## config.mk

```make
export PLATFORM = sky130hd
export DESIGN_NAME = ex_stage_mc_flat
export DESIGN_NICKNAME = d
export VERILOG_FILES = /design/src/rtl/ex_stage_mc_if.sv /design/src/rtl/ex_stage_mc.sv /design/src/flat_wrapper.sv
export SDC_FILE = /design/constraint.sdc
export NUM_CORES = 1
export LEC_CHECK = 0
export CAP_MARGIN = 20
export CORE_MARGIN = 1
export CORE_UTILIZATION = 40
export CTS_CLUSTER_DIAMETER = 100
export DETAILED_ROUTE_END_ITERATION = 10
export DONT_BUFFER_PORTS = 1
export PLACE_DENSITY_LB_ADDON = 0.3
export SLEW_MARGIN = 0
export SYNTH_ARGS = -nofsm -noshare
export SYNTH_HDL_FRONTEND = slang
export SYNTH_SLANG_ARGS = --single-unit
```

## constraint.sdc

```tcl
create_clock -name clk -period 4.21 [get_ports clk]
set_input_delay 0 -clock clk [delete_from_list [all_inputs] [get_ports clk]]
set_output_delay 0 -clock clk [all_outputs]
set_load 0.02 [all_outputs]
```

## src/rtl/ex_stage_mc_if.sv

```systemverilog
// ID/EX -> EX/MEM bus of the multi-cycle execute stage: forwarding inputs,
// instruction sideband, stall/busy back-pressure and registered EX/MEM fields.
interface ex_stage_mc_if #(
  parameter int DATA_W = 16,
  parameter int RA_W   = 3,
  parameter int OPC_W  = 4
);
  logic              flush;
  logic              id_ex_valid;
  logic [OPC_W-1:0]  id_ex_opcode;
  logic [2:0]        id_ex_cmd;
  logic [1:0]        frwd_op1_sel;
  logic [1:0]        frwd_op2_sel;
  logic [1:0]        frwd_store_sel;
  logic [DATA_W-1:0] frwd_res_ex;
  logic [DATA_W-1:0] frwd_res_mem;
  logic [DATA_W-1:0] frwd_res_wb;
  logic [DATA_W-1:0] rs_1;
  logic [DATA_W-1:0] rs_2;
  logic [DATA_W-1:0] id_ex_store_data;
  logic [RA_W-1:0]   id_ex_op_dest;
  logic              id_ex_mem_write_en;
  logic              id_ex_wb_mux;
  logic              id_ex_wb_en;

  logic              stall;
  logic              busy;
  logic              ex_valid;
  logic [OPC_W-1:0]  opcode_ex_mem;
  logic [DATA_W-1:0] alu_res;
  logic [DATA_W-1:0] ex_store_data;
  logic              ex_zero;
  logic              ex_ovf;
  logic [RA_W-1:0]   ex_op_dest;
  logic              ex_mem_write_en;
  logic              ex_wb_mux;
  logic              ex_wb_en;

  modport master (
    output flush, id_ex_valid, id_ex_opcode, id_ex_cmd,
           frwd_op1_sel, frwd_op2_sel, frwd_store_sel,
           frwd_res_ex, frwd_res_mem, frwd_res_wb,
           rs_1, rs_2, id_ex_store_data, id_ex_op_dest,
           id_ex_mem_write_en, id_ex_wb_mux, id_ex_wb_en,
    input  stall, busy, ex_valid, opcode_ex_mem, alu_res, ex_store_data,
           ex_zero, ex_ovf, ex_op_dest, ex_mem_write_en, ex_wb_mux, ex_wb_en
  );

  modport slave (
    input  flush, id_ex_valid, id_ex_opcode, id_ex_cmd,
           frwd_op1_sel, frwd_op2_sel, frwd_store_sel,
           frwd_res_ex, frwd_res_mem, frwd_res_wb,
           rs_1, rs_2, id_ex_store_data, id_ex_op_dest,
           id_ex_mem_write_en, id_ex_wb_mux, id_ex_wb_en,
    output stall, busy, ex_valid, opcode_ex_mem, alu_res, ex_store_data,
           ex_zero, ex_ovf, ex_op_dest, ex_mem_write_en, ex_wb_mux, ex_wb_en
  );
endinterface

```

## src/rtl/ex_stage_mc.sv

```systemverilog
// Multi-cycle execute stage: operand forwarding, single-cycle ALU ops,
// DATA_W-iteration shift-add multiply, registered EX/MEM outputs, stall and flush.
module ex_stage_mc #(
  parameter int DATA_W = 16,
  parameter int RA_W   = 3,
  parameter int OPC_W  = 4
) (
  input logic         clk,
  input logic         rst,
  ex_stage_mc_if.slave bus
);
  localparam int SH_W = $clog2(DATA_W);
  localparam int MSB  = DATA_W - 1;
  localparam logic [SH_W-1:0] CNT_LAST = SH_W'(DATA_W - 1);

  typedef enum logic [2:0] {
    CMD_ADD = 3'd0, CMD_SUB = 3'd1, CMD_AND = 3'd2, CMD_OR  = 3'd3,
    CMD_XOR = 3'd4, CMD_SHL = 3'd5, CMD_SHR = 3'd6, CMD_MUL = 3'd7
  } cmd_e;

  typedef enum logic {IDLE, BUSY} state_e;

  state_e            state_q, state_d;
  logic [SH_W-1:0]   cnt_q, cnt_d;
  logic [DATA_W-1:0] mcand_q, mcand_d, mplier_q, mplier_d, acc_q, acc_d;
  logic [DATA_W-1:0] mst_q, mst_d;
  logic [OPC_W-1:0]  mopc_q, mopc_d;
  logic [RA_W-1:0]   mdest_q, mdest_d;
  logic              mmwe_q, mmwe_d, mwbm_q, mwbm_d, mwbe_q, mwbe_d;

  logic              vld_q, vld_d;
  logic [OPC_W-1:0]  opc_q, opc_d;
  logic [DATA_W-1:0] res_q, res_d, st_q, st_d;
  logic              zero_q, zero_d, ovf_q, ovf_d;
  logic [RA_W-1:0]   dest_q, dest_d;
  logic              mwe_q, mwe_d, wbm_q, wbm_d, wbe_q, wbe_d;

  logic [DATA_W-1:0] op1, op2, st_fw, alu, acc_sum;
  logic              alu_ovf;
  logic              stall_c;

  function automatic logic [DATA_W-1:0] fwd(input logic [1:0] sel,
                                            input logic [DATA_W-1:0] ex,
                                            input logic [DATA_W-1:0] mem,
                                            input logic [DATA_W-1:0] wb,
                                            input logic [DATA_W-1:0] rf);
    case (sel)
      2'b10:   fwd = ex;
      2'b11:   fwd = mem;
      2'b01:   fwd = wb;
      default: fwd = rf;
    endcase
  endfunction

  assign op1   = fwd(bus.frwd_op1_sel, bus.frwd_res_ex, bus.frwd_res_mem, bus.frwd_res_wb, bus.rs_1);
  assign op2   = fwd(bus.frwd_op2_sel, bus.frwd_res_ex, bus.frwd_res_mem, bus.frwd_res_wb, bus.rs_2);
  assign st_fw = fwd(bus.frwd_store_sel, bus.frwd_res_ex, bus.frwd_res_mem, bus.frwd_res_wb,
                     bus.id_ex_store_data);

  always_comb begin
    alu     = '0;
    alu_ovf = 1'b0;
    case (cmd_e'(bus.id_ex_cmd))
      CMD_ADD: begin
        alu     = op1 + op2;
        alu_ovf = (op1[MSB] == op2[MSB]) && (alu[MSB] != op1[MSB]);
      end
      CMD_SUB: begin
        alu     = op1 - op2;
        alu_ovf = (op1[MSB] != op2[MSB]) && (alu[MSB] != op1[MSB]);
      end
      CMD_AND: alu = op1 & op2;
      CMD_OR:  alu = op1 | op2;
      CMD_XOR: alu = op1 ^ op2;
      CMD_SHL: alu = op1 << op2[SH_W-1:0];
      CMD_SHR: alu = op1 >> op2[SH_W-1:0];
      default: alu = '0;
    endcase
  end

  // One multiplier bit per cycle: add the shifted multiplicand when its bit is set.
  assign acc_sum = acc_q + (mplier_q[0] ? mcand_q : '0);

  always_comb begin
    state_d  = state_q;
    cnt_d    = cnt_q;
    mcand_d  = mcand_q;
    mplier_d = mplier_q;
    acc_d    = acc_q;
    mst_d    = mst_q;
    mopc_d   = mopc_q;
    mdest_d  = mdest_q;
    mmwe_d   = mmwe_q;
    mwbm_d   = mwbm_q;
    mwbe_d   = mwbe_q;
    vld_d    = 1'b0;
    opc_d    = '0;
    res_d    = '0;
    st_d     = '0;
    zero_d   = 1'b0;
    ovf_d    = 1'b0;
    dest_d   = '0;
    mwe_d    = 1'b0;
    wbm_d    = 1'b0;
    wbe_d    = 1'b0;

    if (bus.flush) begin
      state_d = IDLE;
      cnt_d   = '0;
    end else begin
      case (state_q)
        IDLE: begin
          if (bus.id_ex_valid) begin
            if (bus.id_ex_cmd == CMD_MUL) begin
              state_d  = BUSY;
              cnt_d    = '0;
              mcand_d  = op1;
              mplier_d = op2;
              acc_d    = '0;
              mst_d    = st_fw;
              mopc_d   = bus.id_ex_opcode;
              mdest_d  = bus.id_ex_op_dest;
              mmwe_d   = bus.id_ex_mem_write_en;
              mwbm_d   = bus.id_ex_wb_mux;
              mwbe_d   = bus.id_ex_wb_en;
            end else begin
              vld_d  = 1'b1;
              opc_d  = bus.id_ex_opcode;
              res_d  = alu;
              st_d   = st_fw;
              zero_d = (alu == '0);
              ovf_d  = alu_ovf;
              dest_d = bus.id_ex_op_dest;
              mwe_d  = bus.id_ex_mem_write_en;
              wbm_d  = bus.id_ex_wb_mux;
              wbe_d  = bus.id_ex_wb_en;
            end
          end
        end
        BUSY: begin
          acc_d    = acc_sum;
          mcand_d  = mcand_q << 1;
          mplier_d = mplier_q >> 1;
          cnt_d    = cnt_q + 1'b1;
          if (cnt_q == CNT_LAST) begin
            state_d = IDLE;
            cnt_d   = '0;
            vld_d   = 1'b1;
            opc_d   = mopc_q;
            res_d   = acc_sum;
            st_d    = mst_q;
            zero_d  = (acc_sum == '0);
            dest_d  = mdest_q;
            mwe_d   = mmwe_q;
            wbm_d   = mwbm_q;
            wbe_d   = mwbe_q;
          end
        end
        default: state_d = IDLE;
      endcase
    end

    stall_c = !rst && !bus.flush &&
              (((state_q == IDLE) && bus.id_ex_valid && (bus.id_ex_cmd == CMD_MUL)) ||
               ((state_q == BUSY) && (cnt_q != CNT_LAST)));
  end

  always_ff @(posedge clk) begin
    if (rst) begin
      state_q  <= IDLE;
      cnt_q    <= '0;
      mcand_q  <= '0;
      mplier_q <= '0;
      acc_q    <= '0;
      mst_q    <= '0;
      mopc_q   <= '0;
      mdest_q  <= '0;
      mmwe_q   <= 1'b0;
      mwbm_q   <= 1'b0;
      mwbe_q   <= 1'b0;
      vld_q    <= 1'b0;
      opc_q    <= '0;
      res_q    <= '0;
      st_q     <= '0;
      zero_q   <= 1'b0;
      ovf_q    <= 1'b0;
      dest_q   <= '0;
      mwe_q    <= 1'b0;
      wbm_q    <= 1'b0;
      wbe_q    <= 1'b0;
    end else begin
      state_q  <= state_d;
      cnt_q    <= cnt_d;
      mcand_q  <= mcand_d;
      mplier_q <= mplier_d;
      acc_q    <= acc_d;
      mst_q    <= mst_d;
      mopc_q   <= mopc_d;
      mdest_q  <= mdest_d;
      mmwe_q   <= mmwe_d;
      mwbm_q   <= mwbm_d;
      mwbe_q   <= mwbe_d;
      vld_q    <= vld_d;
      opc_q    <= opc_d;
      res_q    <= res_d;
      st_q     <= st_d;
      zero_q   <= zero_d;
      ovf_q    <= ovf_d;
      dest_q   <= dest_d;
      mwe_q    <= mwe_d;
      wbm_q    <= wbm_d;
      wbe_q    <= wbe_d;
    end
  end

  assign bus.stall           = stall_c;
  assign bus.busy            = (state_q == BUSY);
  assign bus.ex_valid        = vld_q;
  assign bus.opcode_ex_mem   = opc_q;
  assign bus.alu_res         = res_q;
  assign bus.ex_store_data   = st_q;
  assign bus.ex_zero         = zero_q;
  assign bus.ex_ovf          = ovf_q;
  assign bus.ex_op_dest      = dest_q;
  assign bus.ex_mem_write_en = mwe_q;
  assign bus.ex_wb_mux       = wbm_q;
  assign bus.ex_wb_en        = wbe_q;
endmodule

```

## src/flat_wrapper.sv

```systemverilog
// flat-port wrapper written by rule: the top's interface ports become plain ports
module ex_stage_mc_flat 
#(
  parameter int DATA_W = 16,
  parameter int RA_W   = 3,
  parameter int OPC_W  = 4
)
  (clk, rst, bus_flush, bus_id_ex_valid, bus_id_ex_opcode, bus_id_ex_cmd, bus_frwd_op1_sel, bus_frwd_op2_sel, bus_frwd_store_sel, bus_frwd_res_ex, bus_frwd_res_mem, bus_frwd_res_wb, bus_rs_1, bus_rs_2, bus_id_ex_store_data, bus_id_ex_op_dest, bus_id_ex_mem_write_en, bus_id_ex_wb_mux, bus_id_ex_wb_en, bus_stall, bus_busy, bus_ex_valid, bus_opcode_ex_mem, bus_alu_res, bus_ex_store_data, bus_ex_zero, bus_ex_ovf, bus_ex_op_dest, bus_ex_mem_write_en, bus_ex_wb_mux, bus_ex_wb_en);
  ex_stage_mc_if #(.DATA_W(DATA_W), .RA_W(RA_W), .OPC_W(OPC_W)) bus_i ();
  input logic clk;
  input logic rst;
  input wire logic [$bits(bus_i.flush)-1:0] bus_flush;
  input wire logic [$bits(bus_i.id_ex_valid)-1:0] bus_id_ex_valid;
  input wire logic [$bits(bus_i.id_ex_opcode)-1:0] bus_id_ex_opcode;
  input wire logic [$bits(bus_i.id_ex_cmd)-1:0] bus_id_ex_cmd;
  input wire logic [$bits(bus_i.frwd_op1_sel)-1:0] bus_frwd_op1_sel;
  input wire logic [$bits(bus_i.frwd_op2_sel)-1:0] bus_frwd_op2_sel;
  input wire logic [$bits(bus_i.frwd_store_sel)-1:0] bus_frwd_store_sel;
  input wire logic [$bits(bus_i.frwd_res_ex)-1:0] bus_frwd_res_ex;
  input wire logic [$bits(bus_i.frwd_res_mem)-1:0] bus_frwd_res_mem;
  input wire logic [$bits(bus_i.frwd_res_wb)-1:0] bus_frwd_res_wb;
  input wire logic [$bits(bus_i.rs_1)-1:0] bus_rs_1;
  input wire logic [$bits(bus_i.rs_2)-1:0] bus_rs_2;
  input wire logic [$bits(bus_i.id_ex_store_data)-1:0] bus_id_ex_store_data;
  input wire logic [$bits(bus_i.id_ex_op_dest)-1:0] bus_id_ex_op_dest;
  input wire logic [$bits(bus_i.id_ex_mem_write_en)-1:0] bus_id_ex_mem_write_en;
  input wire logic [$bits(bus_i.id_ex_wb_mux)-1:0] bus_id_ex_wb_mux;
  input wire logic [$bits(bus_i.id_ex_wb_en)-1:0] bus_id_ex_wb_en;
  output wire logic [$bits(bus_i.stall)-1:0] bus_stall;
  output wire logic [$bits(bus_i.busy)-1:0] bus_busy;
  output wire logic [$bits(bus_i.ex_valid)-1:0] bus_ex_valid;
  output wire logic [$bits(bus_i.opcode_ex_mem)-1:0] bus_opcode_ex_mem;
  output wire logic [$bits(bus_i.alu_res)-1:0] bus_alu_res;
  output wire logic [$bits(bus_i.ex_store_data)-1:0] bus_ex_store_data;
  output wire logic [$bits(bus_i.ex_zero)-1:0] bus_ex_zero;
  output wire logic [$bits(bus_i.ex_ovf)-1:0] bus_ex_ovf;
  output wire logic [$bits(bus_i.ex_op_dest)-1:0] bus_ex_op_dest;
  output wire logic [$bits(bus_i.ex_mem_write_en)-1:0] bus_ex_mem_write_en;
  output wire logic [$bits(bus_i.ex_wb_mux)-1:0] bus_ex_wb_mux;
  output wire logic [$bits(bus_i.ex_wb_en)-1:0] bus_ex_wb_en;
  assign bus_i.flush = bus_flush;
  assign bus_i.id_ex_valid = bus_id_ex_valid;
  assign bus_i.id_ex_opcode = bus_id_ex_opcode;
  assign bus_i.id_ex_cmd = bus_id_ex_cmd;
  assign bus_i.frwd_op1_sel = bus_frwd_op1_sel;
  assign bus_i.frwd_op2_sel = bus_frwd_op2_sel;
  assign bus_i.frwd_store_sel = bus_frwd_store_sel;
  assign bus_i.frwd_res_ex = bus_frwd_res_ex;
  assign bus_i.frwd_res_mem = bus_frwd_res_mem;
  assign bus_i.frwd_res_wb = bus_frwd_res_wb;
  assign bus_i.rs_1 = bus_rs_1;
  assign bus_i.rs_2 = bus_rs_2;
  assign bus_i.id_ex_store_data = bus_id_ex_store_data;
  assign bus_i.id_ex_op_dest = bus_id_ex_op_dest;
  assign bus_i.id_ex_mem_write_en = bus_id_ex_mem_write_en;
  assign bus_i.id_ex_wb_mux = bus_id_ex_wb_mux;
  assign bus_i.id_ex_wb_en = bus_id_ex_wb_en;
  assign bus_stall = bus_i.stall;
  assign bus_busy = bus_i.busy;
  assign bus_ex_valid = bus_i.ex_valid;
  assign bus_opcode_ex_mem = bus_i.opcode_ex_mem;
  assign bus_alu_res = bus_i.alu_res;
  assign bus_ex_store_data = bus_i.ex_store_data;
  assign bus_ex_zero = bus_i.ex_zero;
  assign bus_ex_ovf = bus_i.ex_ovf;
  assign bus_ex_op_dest = bus_i.ex_op_dest;
  assign bus_ex_mem_write_en = bus_i.ex_mem_write_en;
  assign bus_ex_wb_mux = bus_i.ex_wb_mux;
  assign bus_ex_wb_en = bus_i.ex_wb_en;
  ex_stage_mc #(.DATA_W(DATA_W), .RA_W(RA_W), .OPC_W(OPC_W)) u_core (.clk(clk), .rst(rst), .bus(bus_i));
endmodule
```

Yosys cells after proc, flatten, opt, wreduce, memory -nomap -nowiden
Index checks and enable logic that the tools add are counted.

Add/subtract/negate cells: 4. $lt $le $gt $ge: 0. Bitwise gates (word level): 6. Mux-type cells: 59. Div/mod/pow operators: 0. Eq/ne operators: 24. $mul: 0. Shifts and indexed selects: 2. Reductions and logical operators: 18.

Operators by type and width (number): 2-to-1 mux 16 bit (13); case mux 16 bit (2 select lines) (5); case mux 16 bit (3 select lines) (3); case mux 16 bit (7 select lines) (1); adder 16 bit (2); logical NOT 16 bit (2); 2-to-1 mux 4 bit (6); 2-to-1 mux 1 bit (18); bitwise AND 16 bit (1); OR 16 bit (1); case mux 4 bit (2 select lines) (2); << shifter 16 x 4 -> 16 bit (1); right shift 16 x 4 -> 16 bit (1); subtractor 16 bit (1); bitwise XOR 16 bit (1); case mux 1 bit (2 select lines) (7); == test 2 bit, second input constant (6); == test 3 bit, second input constant (4); 2-to-1 mux 3 bit (3); logical AND 1 bit (7); == test 2 x 1 -> 1 bit, second input constant (3); == test 3 x 2 -> 1 bit, second input constant (2); case mux 3 bit (2 select lines) (1); OR reduction 5 bit (1); other kinds (15) (21).

Register bits: 124. Memories: 0. Memory bits (read-only): 0. Logic and storage cells: 134. Bits in latches: 0. RAM bits: 0.

Longest topological paths before layout
Word-level depth: 8. Gate-level depth with buffers: 18.

Worst setup path before layout
OpenSTA, ideal clock, no wires.

Kind: input-to-reg. Start point: in bus_frwd_op2_sel[1]. End point: reg u_core.zero_q (netlist: u_core.bus.ex_zero). Slack: 0.140 ns. Stages: 18. Data required time: 4.114 ns. Data arrival time: 3.974 ns. Path through: buf_6 -> mux4_2 -> buf_6 -> clkbuf_1 -> clkbuf_1 -> ha_1 -> inv_1 -> fa_1 -> a21o_1 -> a2111oi_0 -> a21oi_1 -> a2111oi_0 -> a21oi_1 -> a2bb2oi_1 -> o22ai_1 -> xnor2_1 -> o21ai_0 -> o41ai_2.

Longest elaborated chain between the ends: 8.

Ends and longest elaborated chain: from (decl) (line flat_wrapper.sv:17) `input wire logic [$bits(bus_i.frwd_op2_sel)-1:0] bus_frwd_op2_sel;`; == test 2 x 1 -> 1 bit or == test 2 bit (tied branches) (line ex_stage_mc.sv:47) `case (sel)`; case mux 16 bit (3 select lines) * (line ex_stage_mc.sv:47); subtractor 16 bit, or another cell as far along (line ex_stage_mc.sv:69) `alu = op1 - op2;`; case mux 16 bit (7 select lines) * (line ex_stage_mc.sv:63) `case (cmd_e'(bus.id_ex_cmd))`; logical NOT 16 bit * (line ex_stage_mc.sv:131) `zero_d = (alu == '0);`; 2-to-1 mux 1 bit * (line ex_stage_mc.sv:114) `if (bus.id_ex_cmd == CMD_MUL) begin`; 2-to-1 mux 1 bit * (line ex_stage_mc.sv:113) `if (bus.id_ex_valid) begin`; case mux 1 bit (2 select lines) * (line ex_stage_mc.sv:111) `case (state_q)`; to (signal assigned) (line ex_stage_mc.sv:207) `zero_q <= zero_d;`; to (decl) (line ex_stage_mc.sv:34) `logic zero_q, zero_d, ovf_q, ovf_d;`.

Every way passes the cells marked *; elsewhere a longest branch is shown, timed or not. A chain may end at the register's enable or synchronous reset.

Worst setup path in the final report
Start point: reg u_core.mcand_q[0]. End point: reg u_core.zero_q (netlist: u_core.bus.ex_zero).

Longest elaborated chain between the ends: 5.

Ends and longest elaborated chain: from (decl) (line ex_stage_mc.sv:25) `logic [DATA_W-1:0] mcand_q, mcand_d, mplier_q, mplier_d, acc_q, acc_d;`; from (signal assigned) (line ex_stage_mc.sv:194) `mcand_q <= mcand_d;`; 2-to-1 mux 16 bit (line ex_stage_mc.sv:82) `assign acc_sum = acc_q + (mplier_q[0] ? mcand_q : '0);`; adder 16 bit (line ex_stage_mc.sv:82); logical NOT 16 bit (line ex_stage_mc.sv:152) `zero_d = (acc_sum == '0);`; 2-to-1 mux 1 bit (line ex_stage_mc.sv:145) `if (cnt_q == CNT_LAST) begin`; case mux 1 bit (2 select lines) (line ex_stage_mc.sv:111).

No other way between the ends.

==> key figures <==
Worst setup path
  • Crit path launch type: register
  • Worst r2r src: u_core.mcand_q[0]
  • Setup CP Type: register to register
  • Critical Path RT: 4.54 ns
  • Worst reg2reg path depth: 13
  • Crit-path max cell delay: 0.52 ns
  • Crit. End Element: register
  • Critical Path Fanout Max: 3
  • CP max-delay cell: or4_1
  • Worst-path cell chain: and2_1 -> ha_1 -> fa_1 -> a21o_1 -> a211o_1 -> a41o_1 -> o41a_1 -> a21o_1 -> a21oi_1 -> xnor2_1 -> or4_1 -> or4_1 -> o41ai_2
  • R2R setup slack: between 0.3 and 0.4 ns
  • Arrival @ worst endpoint: between 4 and 5 ns
  • Worst R2R End: u_core.bus.ex_zero

Timing
  • Crit path time final: 3.86 ns
  • Final Cycle Share: 91.8%
  • Setup violators final: 0
  • Max-slew violation count: 0
  • Worst Tran Pin Value: approximately 1.1 ns
  • Max-slew headroom: 30.0%
  • Clock Skew: around 0.013 ns
  • RSZ-0062 raised after global routing: false
  • F_max: 0.259 GHz
  • Final Hold Viols: 1
  • Final worst setup slack: 0.347 ns
  • Fin Hold WS: -0.00291 ns
  • Setup TNS: 0 ns

Global routing
  • First-pass GRT wire length: approximately 54 mm
  • Initial antenna violation count: 0
  • Largest net degree at the start of global routing: between 70 and 80
  • Vias in the first global route: 9,607
  • GRT Util Overall: between 20% and 30%
  • GRT overflow: 0

Layout
  • Share of cells above drive strength 1: 11.0%
  • Area occupied by multi-input gates: 0.00709 sq mm
  • Nets: between 1,000 and 1,500
  • Diodes inserted: 0
  • P&R area growth vs syn: 12.6%
  • Fillers: between 2,000 and 2,500
  • Post-layout util: a little under half
  • Register area: 0.00248 sq mm

Die
  • Initial Utilization: a little over 40%
  • Io pins: 166
  • Core area: around 0.025 sq mm
  • Num rows: 58
  • Die Ht: 162 microns
  • Die Width: 162 microns
  • Die area: 0.0261 sq mm

Placed design
  • Setup WS pre-CTS: 0.277 ns
  • Routability congestion estimate: 0.995
  • Detailed placement HPWL: 24.7 mm
  • Port Buf Inserts: 0

Logic synthesis
  • Simple-Gate Fraction of Synth Area: 19.4%
  • Mux share of post-synthesis cell area: 16.5%
  • Top cells by area, synth: dfxtp_1, mux4_2, ha_1, nand2_1, a21oi_1
  • Synth top cells by count: nand2_1, dfxtp_1, a21oi_1
  • Post-Syn Nets: 1,412
  • Ys flop type: dfxtp_1
  • Post-Synth XOR/XNOR Area: 2.41%
  • Largest family of logic cells by synthesized area: compound AO/OA/AOI/OAI gates
  • Async SR Flop Fraction: 0%
  • Syn avg cell area: 8.32 sq um
  • Post-synth top area share: between 20% and 30%
  • EDFF count, synth: 0
  • Largest area contributor in the netlist: dfxtp_1
  • Post-synthesis compound-gate area fraction: 22.4%
  • Register area share after synthesis: 24.4%
  • Cell variety after synth: 77
  • Adder-cell share of the synthesized area: roughly 8.7%
  • Yosys reg bits: 124
  • Synth warnings: 0
  • Post-synthesis cell count: 1,224
  • Mapped Area: 0.0102 sq mm
  • Dominant cell by count in the synthesized netlist: nand2_1

Clocking
  • Clk buf depth: 2
  • Worst skew pair latency: ~0.43 ns
  • TritonCTS clock tree: built
  • CTS HTree Levels: 4
  • Postcts setup bufs: 0
  • Post_cts resized: 0
  • Total CTS buffers: 17
  • Clk sinks: 124
  • Clock root cell: clkbuf_16
  • CTS clock-pin slew for the worst setup and hold paths: about 0.060 ns

Routing
  • Vias: between 9,000 and 10,000
  • TritonRoute pass-1 iters: 5
  • Final ANT Viol Nets: 0
  • Final WL: ~35 mm
  • WL per Instance: 22.4 microns
  • # DRC: 0
  • First DRT Iteration DRCs: ~1,100
  • Vias per std cell: 6.37

Power and ir drop
  • Peak VDD IR: 0.269 mV
  • Leak: 4.38 nW
  • Total power: 0.00393 W
  • Power per cell area: 343 mW/mm^2

Status
  • Failing checks: negative hold slack
  • Run status: complete, but fails checks

Worst hold path
  • WHS Endpoint: u_core.mst_q[15]
  • Worst Min Path Start: bus_frwd_res_wb[15]
  • Worst hold stages: 3
  • Worst min path class: primary input to register

Run
  • Max_cap viols: 0
-- per-stage QoR --
step,area (sq um),hold slack [ns],cells
4_1_cts,11500,0.0000513,1558
3_3_place_gp,10400,0.0750,1481
5_1_grt,11500,0.00289,1559
2_1_floorplan,10200,0.126,1224
6_report,11500,-0.00291,1559
3_5_place_dp,10400,0.0787,1481
-- worst max-delay path by stage --
| stage | from | end | slack (ns) | cells past startpoint |
|---|---|---|---|---|
| 2_1_floorplan | bus_frwd_op2_sel[1] | u_core.bus.ex_zero | 0.14 | 18 |
| 3_3_place_gp | bus_frwd_op1_sel[1] | u_core.bus.ex_zero | 0.42 | 15 |
| 3_5_place_dp | bus_frwd_op1_sel[1] | u_core.bus.ex_zero | 0.28 | 15 |
| 4_1_cts | u_core.mcand_q[0] | u_core.bus.ex_zero | 0.35 | 13 |
| 5_1_grt | bus_frwd_op2_sel[0] | u_core.bus.ex_zero | 0.12 | 13 |
| 6_report | u_core.mcand_q[0] | u_core.bus.ex_zero | 0.35 | 13 |
-- final cells by class --
type / count / share of cell area (%)
Tap cell: 330 / 3.60
Multi-Input combinational cell: 949 / 61.9
Inverter: 52 / 1.70
Sequential cell: 124 / 21.7
Clock buffer: 18 / 3.74
Clock inverter: 13 / 1.47
Timing Repair Buffer: 73 / 5.96
-- power by group --
group          leakage, nW  total, W  internal, W  switching (W)
Combinational         3.08   0.00118     0.000481       0.000701
Clock                0.291   0.00152     0.000933       0.000589
Sequential            1.00   0.00122      0.00120      0.0000284
Total                 4.38   0.00393      0.00261        0.00132
-- timing repair --
item	4_1_cts	5_1_grt
setup endpoints to repair	0	0
hold buffers	46	1
hold endpoints to repair	106	1
-- sequential cells by signal, indices dropped and copies added (netlist names), 3 cells and up --
name,cells
u_core.bus.ex_store_data,16
u_core.bus.alu_res,16
u_core.bus.ex_op_dest,3
u_core.acc_q,16
u_core.mcand_q,16
u_core.mdest_q,3
u_core.mst_q,16
u_core.mopc_q,4
u_core.bus.opcode_ex_mem,4
u_core.cnt_q,4
u_core.mplier_q,16
-- worst max-delay path: cells and delay by family, from the launching register on --
kind	cells	cell delay [ns]
compound gates	7	1.58
simple gates	3	1.11
fa+ha+maj	2	0.65
flops	1	0.33
xor+xnor	1	0.12
-- cell families after synthesis --
group                      count (synthesis)
AOI/OAI and AO/OA                        331
xor gates and xnor gates                  28
adders and majority gates                 69
buffers and inverters                    151
DFF                                      124
muxes                                     98
and+or+nand+nor                          423
-- cell usage in the layout, fill, tap and decap left out, drive strengths merged, types with 33 or more instances in the layout --
| master | n |
|---|---|
| a31oi | 47 |
| nand2 | 180 |
| inv | 54 |
| nor2 | 64 |
| ha | 66 |
| a21oi | 70 |
| dfxtp | 124 |
| o21ai | 36 |
| mux2i | 34 |
| a22o | 33 |
| mux4 | 50 |
| dlygate4sd3 | 46 |
| nand3 | 55 |
-- layer usage --
layer,global-route usage (%),part of all wire (%),vias to the layer above,wire length (microns)
li1,-,-,4528,-
met1,35.7,42,4795,14800
met2,42.5,46,531,16200
met3,6.09,8.4,82,2930
met4,9.09,2.8,0,962
met5,0,0,-,0
(Power assumes the default switching activity.)
